===== config.mk =====
export PLATFORM = sky130hd
export DESIGN_NAME = corelet_ctrl
export DESIGN_NICKNAME = d
export VERILOG_FILES = /design/src/rtl/corelet_pkg.sv /design/src/rtl/corelet_ctrl_pass_counter.sv /design/src/rtl/corelet_ctrl.sv
export SDC_FILE = /design/constraint.sdc
export NUM_CORES = 1
export LEC_CHECK = 0
export ABC_CLOCK_PERIOD_IN_PS = 2400
export BUFFER_PORTS_ARGS = -buffer_cell sky130_fd_sc_hd__buf_2
export CORE_MARGIN = 5
export CORE_UTILIZATION = 35
export CTS_CLUSTER_DIAMETER = 150
export DETAILED_ROUTE_END_ITERATION = 6
export SETUP_SLACK_MARGIN = 0.4
export SLEW_MARGIN = 25
export SYNTH_ARGS = -nofsm -noshare
export SYNTH_HDL_FRONTEND = slang
export SYNTH_HIERARCHICAL = 1
export SYNTH_SLANG_ARGS = --single-unit

===== constraint.sdc =====
create_clock -name clk -period 2.4 [get_ports clk]
set_input_delay 0.36 -clock clk [delete_from_list [all_inputs] [get_ports clk]]
set_output_delay 0.36 -clock clk [all_outputs]
set_load 0.02 [all_outputs]

===== src/rtl/corelet_pkg.sv =====
// Shared types and constants for the corelet per-kij sequencer.
package corelet_pkg;

  typedef enum logic [3:0] {
    S_IDLE,
    S_W_RD,
    S_W_TAIL,
    S_K_LOAD,
    S_K_FLUSH,
    S_X_RD,
    S_X_TAIL,
    S_EXEC,
    S_DRAIN
  } state_t;

  // Bit positions on the corelet inst bus
  localparam int KLOAD = 0;
  localparam int EXEC  = 1;
  localparam int L0WR  = 2;
  localparam int L0RD  = 3;
  localparam int OFRD  = 6;

  localparam int DEF_ROW     = 8;
  localparam int DEF_COL     = 8;
  localparam int DEF_LEN_NIJ = 36;
  localparam int DEF_LEN_KIJ = 9;
  localparam int DEF_XA_BW   = 11;
  localparam int DEF_PA_BW   = 11;
  localparam int DEF_W_BASE  = 1024;
  localparam int DEF_X_BASE  = 0;

  // Wide enough for the longest phase (len_nij)
  localparam int CNT_W = 8;

endpackage


===== src/rtl/corelet_ctrl_pass_counter.sv =====
// Up-counter with synchronous clear-to-zero and terminal-count flag against a run-time limit.
module pass_counter #(
  parameter int w = 8
) (
  input  logic         clk,
  input  logic         reset,
  input  logic         load,
  input  logic         en,
  input  logic [w-1:0] last,
  output logic [w-1:0] cnt,
  output logic         tc
);

  always_ff @(posedge clk or posedge reset) begin
    if (reset) begin
      cnt <= '0;
    end else if (load) begin
      cnt <= '0;
    end else if (en) begin
      cnt <= cnt + w'(1);
    end
  end

  assign tc = (cnt == last);

endmodule


===== src/rtl/corelet_ctrl.sv =====
// Per-kij sequencer: weight fetch, kernel load, activation fetch/execute, OFIFO drain to psum SRAM.
module corelet_ctrl
  import corelet_pkg::*;
#(
  parameter int row     = DEF_ROW,
  parameter int col     = DEF_COL,
  parameter int len_nij = DEF_LEN_NIJ,
  parameter int len_kij = DEF_LEN_KIJ,
  parameter int xa_bw   = DEF_XA_BW,
  parameter int pa_bw   = DEF_PA_BW,
  parameter int w_base  = DEF_W_BASE,
  parameter int x_base  = DEF_X_BASE
) (
  input  logic             clk,
  input  logic             reset,
  input  logic             start,
  input  logic [3:0]       kij,
  input  logic             ofifo_valid,
  output logic [7:0]       inst,
  output logic             xmem_cen,
  output logic [xa_bw-1:0] xmem_addr,
  output logic             pmem_cen,
  output logic             pmem_wen,
  output logic [pa_bw-1:0] pmem_addr,
  output logic             busy,
  output logic             done,
  output logic             err
);

  state_t           state;
  logic [3:0]       kij_reg;
  logic [CNT_W-1:0] pcnt;
  logic [CNT_W-1:0] dcnt;
  logic [CNT_W-1:0] phase_last;
  logic             phase_tc;
  logic             drain_tc;
  logic             advance;
  logic             phase_load;
  logic             drain_load;
  logic             drain_en;
  logic [xa_bw-1:0] w_addr;
  logic [xa_bw-1:0] x_addr;
  logic [pa_bw-1:0] p_addr;

  always_comb begin
    phase_last = '0;
    case (state)
      S_W_RD, S_K_FLUSH: phase_last = CNT_W'(row - 1);
      S_K_LOAD:          phase_last = CNT_W'(col - 1);
      S_X_RD, S_EXEC:    phase_last = CNT_W'(len_nij - 1);
      default:           phase_last = '0;
    endcase
  end

  // Phase counter restarts on every state change; single-cycle states see tc at cnt 0
  assign advance    = (state != S_IDLE) && (state != S_DRAIN) && phase_tc;
  assign phase_load = advance || (state == S_IDLE);
  assign drain_load = (state != S_DRAIN);
  assign drain_en   = (state == S_DRAIN) && ofifo_valid;

  assign w_addr = xa_bw'(w_base + int'(kij_reg) * col + int'(pcnt));
  assign x_addr = xa_bw'(x_base + int'(pcnt));
  assign p_addr = pa_bw'(int'(kij_reg) * len_nij + int'(dcnt));

  pass_counter #(.w(CNT_W)) u_phase_cnt (
    .clk   (clk),
    .reset (reset),
    .load  (phase_load),
    .en    (!phase_load),
    .last  (phase_last),
    .cnt   (pcnt),
    .tc    (phase_tc)
  );

  pass_counter #(.w(CNT_W)) u_drain_cnt (
    .clk   (clk),
    .reset (reset),
    .load  (drain_load),
    .en    (drain_en),
    .last  (CNT_W'(len_nij - 1)),
    .cnt   (dcnt),
    .tc    (drain_tc)
  );

  always_ff @(posedge clk or posedge reset) begin
    if (reset) begin
      state     <= S_IDLE;
      kij_reg   <= '0;
      inst      <= '0;
      xmem_cen  <= 1'b1;
      xmem_addr <= '0;
      pmem_cen  <= 1'b1;
      pmem_wen  <= 1'b1;
      pmem_addr <= '0;
      busy      <= 1'b0;
      done      <= 1'b0;
      err       <= 1'b0;
    end else begin
      inst       <= '0;
      // L0 captures the xmem word one cycle after the read is issued
      inst[L0WR] <= ~xmem_cen;
      xmem_cen   <= 1'b1;
      pmem_cen   <= 1'b1;
      pmem_wen   <= 1'b1;
      done       <= 1'b0;
      err        <= 1'b0;
      busy       <= (state != S_IDLE);
      case (state)
        S_IDLE: begin
          if (start) begin
            if (int'(kij) < len_kij) begin
              kij_reg <= kij;
              state   <= S_W_RD;
            end else begin
              err <= 1'b1;
            end
          end
        end
        S_W_RD: begin
          xmem_cen  <= 1'b0;
          xmem_addr <= w_addr;
          if (phase_tc) state <= S_W_TAIL;
        end
        S_W_TAIL: state <= S_K_LOAD;
        S_K_LOAD: begin
          inst[L0RD]  <= 1'b1;
          inst[KLOAD] <= 1'b1;
          if (phase_tc) state <= S_K_FLUSH;
        end
        S_K_FLUSH: begin
          if (phase_tc) state <= S_X_RD;
        end
        S_X_RD: begin
          xmem_cen  <= 1'b0;
          xmem_addr <= x_addr;
          if (phase_tc) state <= S_X_TAIL;
        end
        S_X_TAIL: state <= S_EXEC;
        S_EXEC: begin
          inst[L0RD] <= 1'b1;
          inst[EXEC] <= 1'b1;
          if (phase_tc) state <= S_DRAIN;
        end
        S_DRAIN: begin
          if (ofifo_valid) begin
            inst[OFRD] <= 1'b1;
            pmem_cen   <= 1'b0;
            pmem_wen   <= 1'b0;
            pmem_addr  <= p_addr;
            if (drain_tc) begin
              done  <= 1'b1;
              state <= S_IDLE;
            end
          end
        end
        default: state <= S_IDLE;
      endcase
    end
  end

endmodule

==> run metrics <==
Yosys top cell by area dfrtp_1; pwr dens 1140 mW/mm^2; yosys warns 6; synth top area cells dfrtp_1, ha_1, xnor2_1; MaxCap Viol Count 0; first-pass detailed-route iteration total 4; Async SR Flop Fraction 100%; Die ar. 0.0109 sq mm; fillcell total 835; number of clock sinks 55; Setup TNS 0 ns; Worst path slowest cell dfrtp_1; HP Class in -> async; logic gate share of total power 52.4%; Max Clock Freq between 400 and 500 MHz; clock share of power 14.0%; CTS buffer count 5; core area 0.00868 sq mm; # rows 34; boundary pin count between 40 and 50; Hold Buf Count CTS 0; 1st-iter DRT viols ~140; sequential share of the synthesized area 44.4%; post-synth cell types 50; Largest Register pmem_addr; leakage power 1.87 nW; Final HPWL DP 4.94 mm; R2R Path End u_phase_cnt/cnt[7]$_DFFE_PP0P_; post-synth top area share 42.7%; initial antenna violation count 0; CP Max Fanout 4; register bit total from synthesis 55; starting density of the core 35.8%; internal power 2.72 mW; average size of a mapped cell 9.93 sq um; chip width between 100 and 150 microns; sequential share of power 33.6%; CP required 2.64 ns; GPL Wtd Cong a little over 0.8; Buf/Inv on CP 2; Switching Fraction 40.6%; Routed wire per std cell approximately 14 microns; dpl cell area roughly 0.0036 sq mm; share of cells above drive strength 1 approximately a third; Clock Latency Late Sink 0.31 ns; outcome finished, final reports clean; drt total wl 6.96 mm; Slew Viols, Final 0; Slew @ Worst Pin approximately 0.66 ns; crit-path leading delay family simple AND/OR/NAND/NOR gates; Overflow after GRT 0; switching pwr 1.85 mW; Most used DFF post-synth dfrtp_1; vias per cell 4.87; H-tree Lvls 2; via count 2422; critical path capture point type register; endpoints failing hold 0; Worst Reg-to-Reg Cells 11; CTS tree done; PortBufs 39; nets 415; Setup Crit Path Kind reg -> reg; Startpoint Class register; vias in the first global route 2421; Tot GR Track Use 13.3%; first-pass GRT wire length 12.0 mm; largest net degree at the start of global routing 40; Synth Cell Area around 0.0031 sq mm; final instance area 0.00401 sq mm; CTS Root Cell clkbuf_8; top flop regs pmem_addr x11, xmem_addr x10; Max clock buf depth 2; Post-synth EDFFs 0; Clock transition at path regs 0.10 ns; Rel. slew slack a little under three fifths; antenna-violating nets left 0; R2R Setup Slk 0.24 ns; Die Ht between 100 and 150 microns; FF/Latch Area 0.00139 sq mm; fin crit share between 80 and 90%; Clock Skew 0.00617 ns; Area Growth Syn to Fin 29.0%; min cycle time layout 2.16 ns; DRC viols 0; total power ~4.6 mW; Critical R2R Launch state[0]$_DFFE_PP0P_; worst path cell trace buf_6 > mux2i_1 > nor2_1 > xnor2_1 > nand4_1 > nor2_2 > a21oi_4 > inv_2 > o2111ai_4 > or3_1 > a21oi_1; Multi-input gate area 0.00185 sq mm; n_diodes 0; max reg flops 11; final setup violation count 0; CP arrival 2.39 ns; Post-Synthesis Cells 313; CP peak stage delay 0.43 ns; peak supply drop 0.381 mV; RSZ-0062 raised after global routing yes
-- through the flow --
step	hold WS, ns	setup slack (ns)	util [%]	cells
floorplan	0.176	0.230	-	327
global placement	0.346	0.169	41.0	471
detailed placement	0.352	0.0736	41.0	471
CTS	0.0116	0.315	44.9	490
global route	0.0235	0.157	46.2	497
finish	0.00431	0.245	46.2	497
-- what timing repair did --
item,CTS,global route
resized for setup,30,17
setup endpoints to repair,14,17
pin swaps,17,6
buffers inserted,11,7
-- how the worst max path moves through the flow --
stage                         start                              to  slack, ns  depth (start not counted)
2_1_floorplan  state[2]$_DFFE_PP0P_  u_phase_cnt/cnt[5]$_DFFE_PP0P_       0.23                         13
3_5_place_dp   state[2]$_DFFE_PP0P_  u_phase_cnt/cnt[7]$_DFFE_PP0P_       0.07                         11
6_report       state[0]$_DFFE_PP0P_  u_phase_cnt/cnt[7]$_DFFE_PP0P_       0.24                         11
4_1_cts        state[0]$_DFFE_PP0P_  u_phase_cnt/cnt[7]$_DFFE_PP0P_       0.32                         10
3_3_place_gp   state[2]$_DFFE_PP0P_  u_phase_cnt/cnt[7]$_DFFE_PP0P_       0.17                         11
5_1_grt        state[0]$_DFFE_PP0P_  u_phase_cnt/cnt[7]$_DFFE_PP0P_       0.16                         11
-- layout by cell type (no fill, tap or decap), types with 5 or more instances in the layout --
cell type	netlist	routed
dfrtp_1	53	48
buf_6	1	7
ha_4	0	8
xnor2_1	23	21
dfrtp_2	0	5
a21oi_1	18	14
a21o_1	5	5
buf_2	6	39
conb_1	2	16
nand3_1	7	7
inv_1	10	8
nor2_1	29	25
xor2_1	8	8
mux2i_1	5	5
buf_4	8	26
o21ai_0	16	14
ha_1	17	9
nand4_1	9	9
clkbuf_8	0	6
or3_1	8	8
nand2_1	38	37
-- metal layers --
metal | GRT usage (%) | vias to the layer above | wire length, microns
li1 | - | 1208 | -
met1 | 18.0 | 1180 | 3220
met2 | 21.7 | 30 | 3430
met3 | 2.79 | 4 | 228
met4 | 3.61 | 0 | 82
met5 | 0 | - | 0
-- area by class of cell --
type | instances | area share (%)
tap | 108 | 3.37
inverter | 12 | 1.19
clock inverter | 2 | 0.874
multi-input combinational | 242 | 46.2
timing repair buffer | 72 | 11.7
sequential | 55 | 34.6
clock buffer | 6 | 2.06
-- cells in the mapped netlist (2+ instances only) --
master / instances
dfrtp_1: 53
nand2_1: 38
nor2_1: 29
xnor2_1: 23
a21oi_1: 18
ha_1: 17
o21ai_0: 16
inv_1: 10
nand4_1: 9
buf_4: 8
or3_1: 8
xor2_1: 8
nand3_1: 7
buf_2: 6
a21o_1: 5
mux2i_1: 5
a31oi_1: 3
and2_1: 3
mux2_2: 3
a211oi_1: 2
and4_1: 2
clkbuf_2: 2
conb_1: 2
dfstp_2: 2
fa_1: 2
inv_2: 2
nand3b_1: 2
nor2b_1: 2
nor3_1: 2
o2111ai_2: 2
o211ai_1: 2
o31ai_1: 2
-- cells by family (layout without fill, tap and decap cells) --
logic type	after synthesis	in the layout	share of synthesized area (%)
multiplexers	9	9	3.18
AND/OR/NAND/NOR	110	110	18.2
adder cells (fa/ha/maj)	19	19	8.14
XOR/XNOR	31	31	8.74
other	2	16	0.242
flip-flops	55	55	44.4
buffers and inverters	30	92	5.16
AO/OA/AOI/OAI	57	57	11.9
-- power by group through the flow --
stage               Combinational, mW  Clock [mW]  Sequential (mW)
global placement                 1.88           0             1.54
finish                           2.39       0.641             1.54
floorplan                        1.33           0             1.63
global route                     2.62       0.700             1.59
CTS                              2.19       0.668             1.53
detailed placement               1.91           0             1.54
No activity file was read; power rests on OpenSTA's default activity.
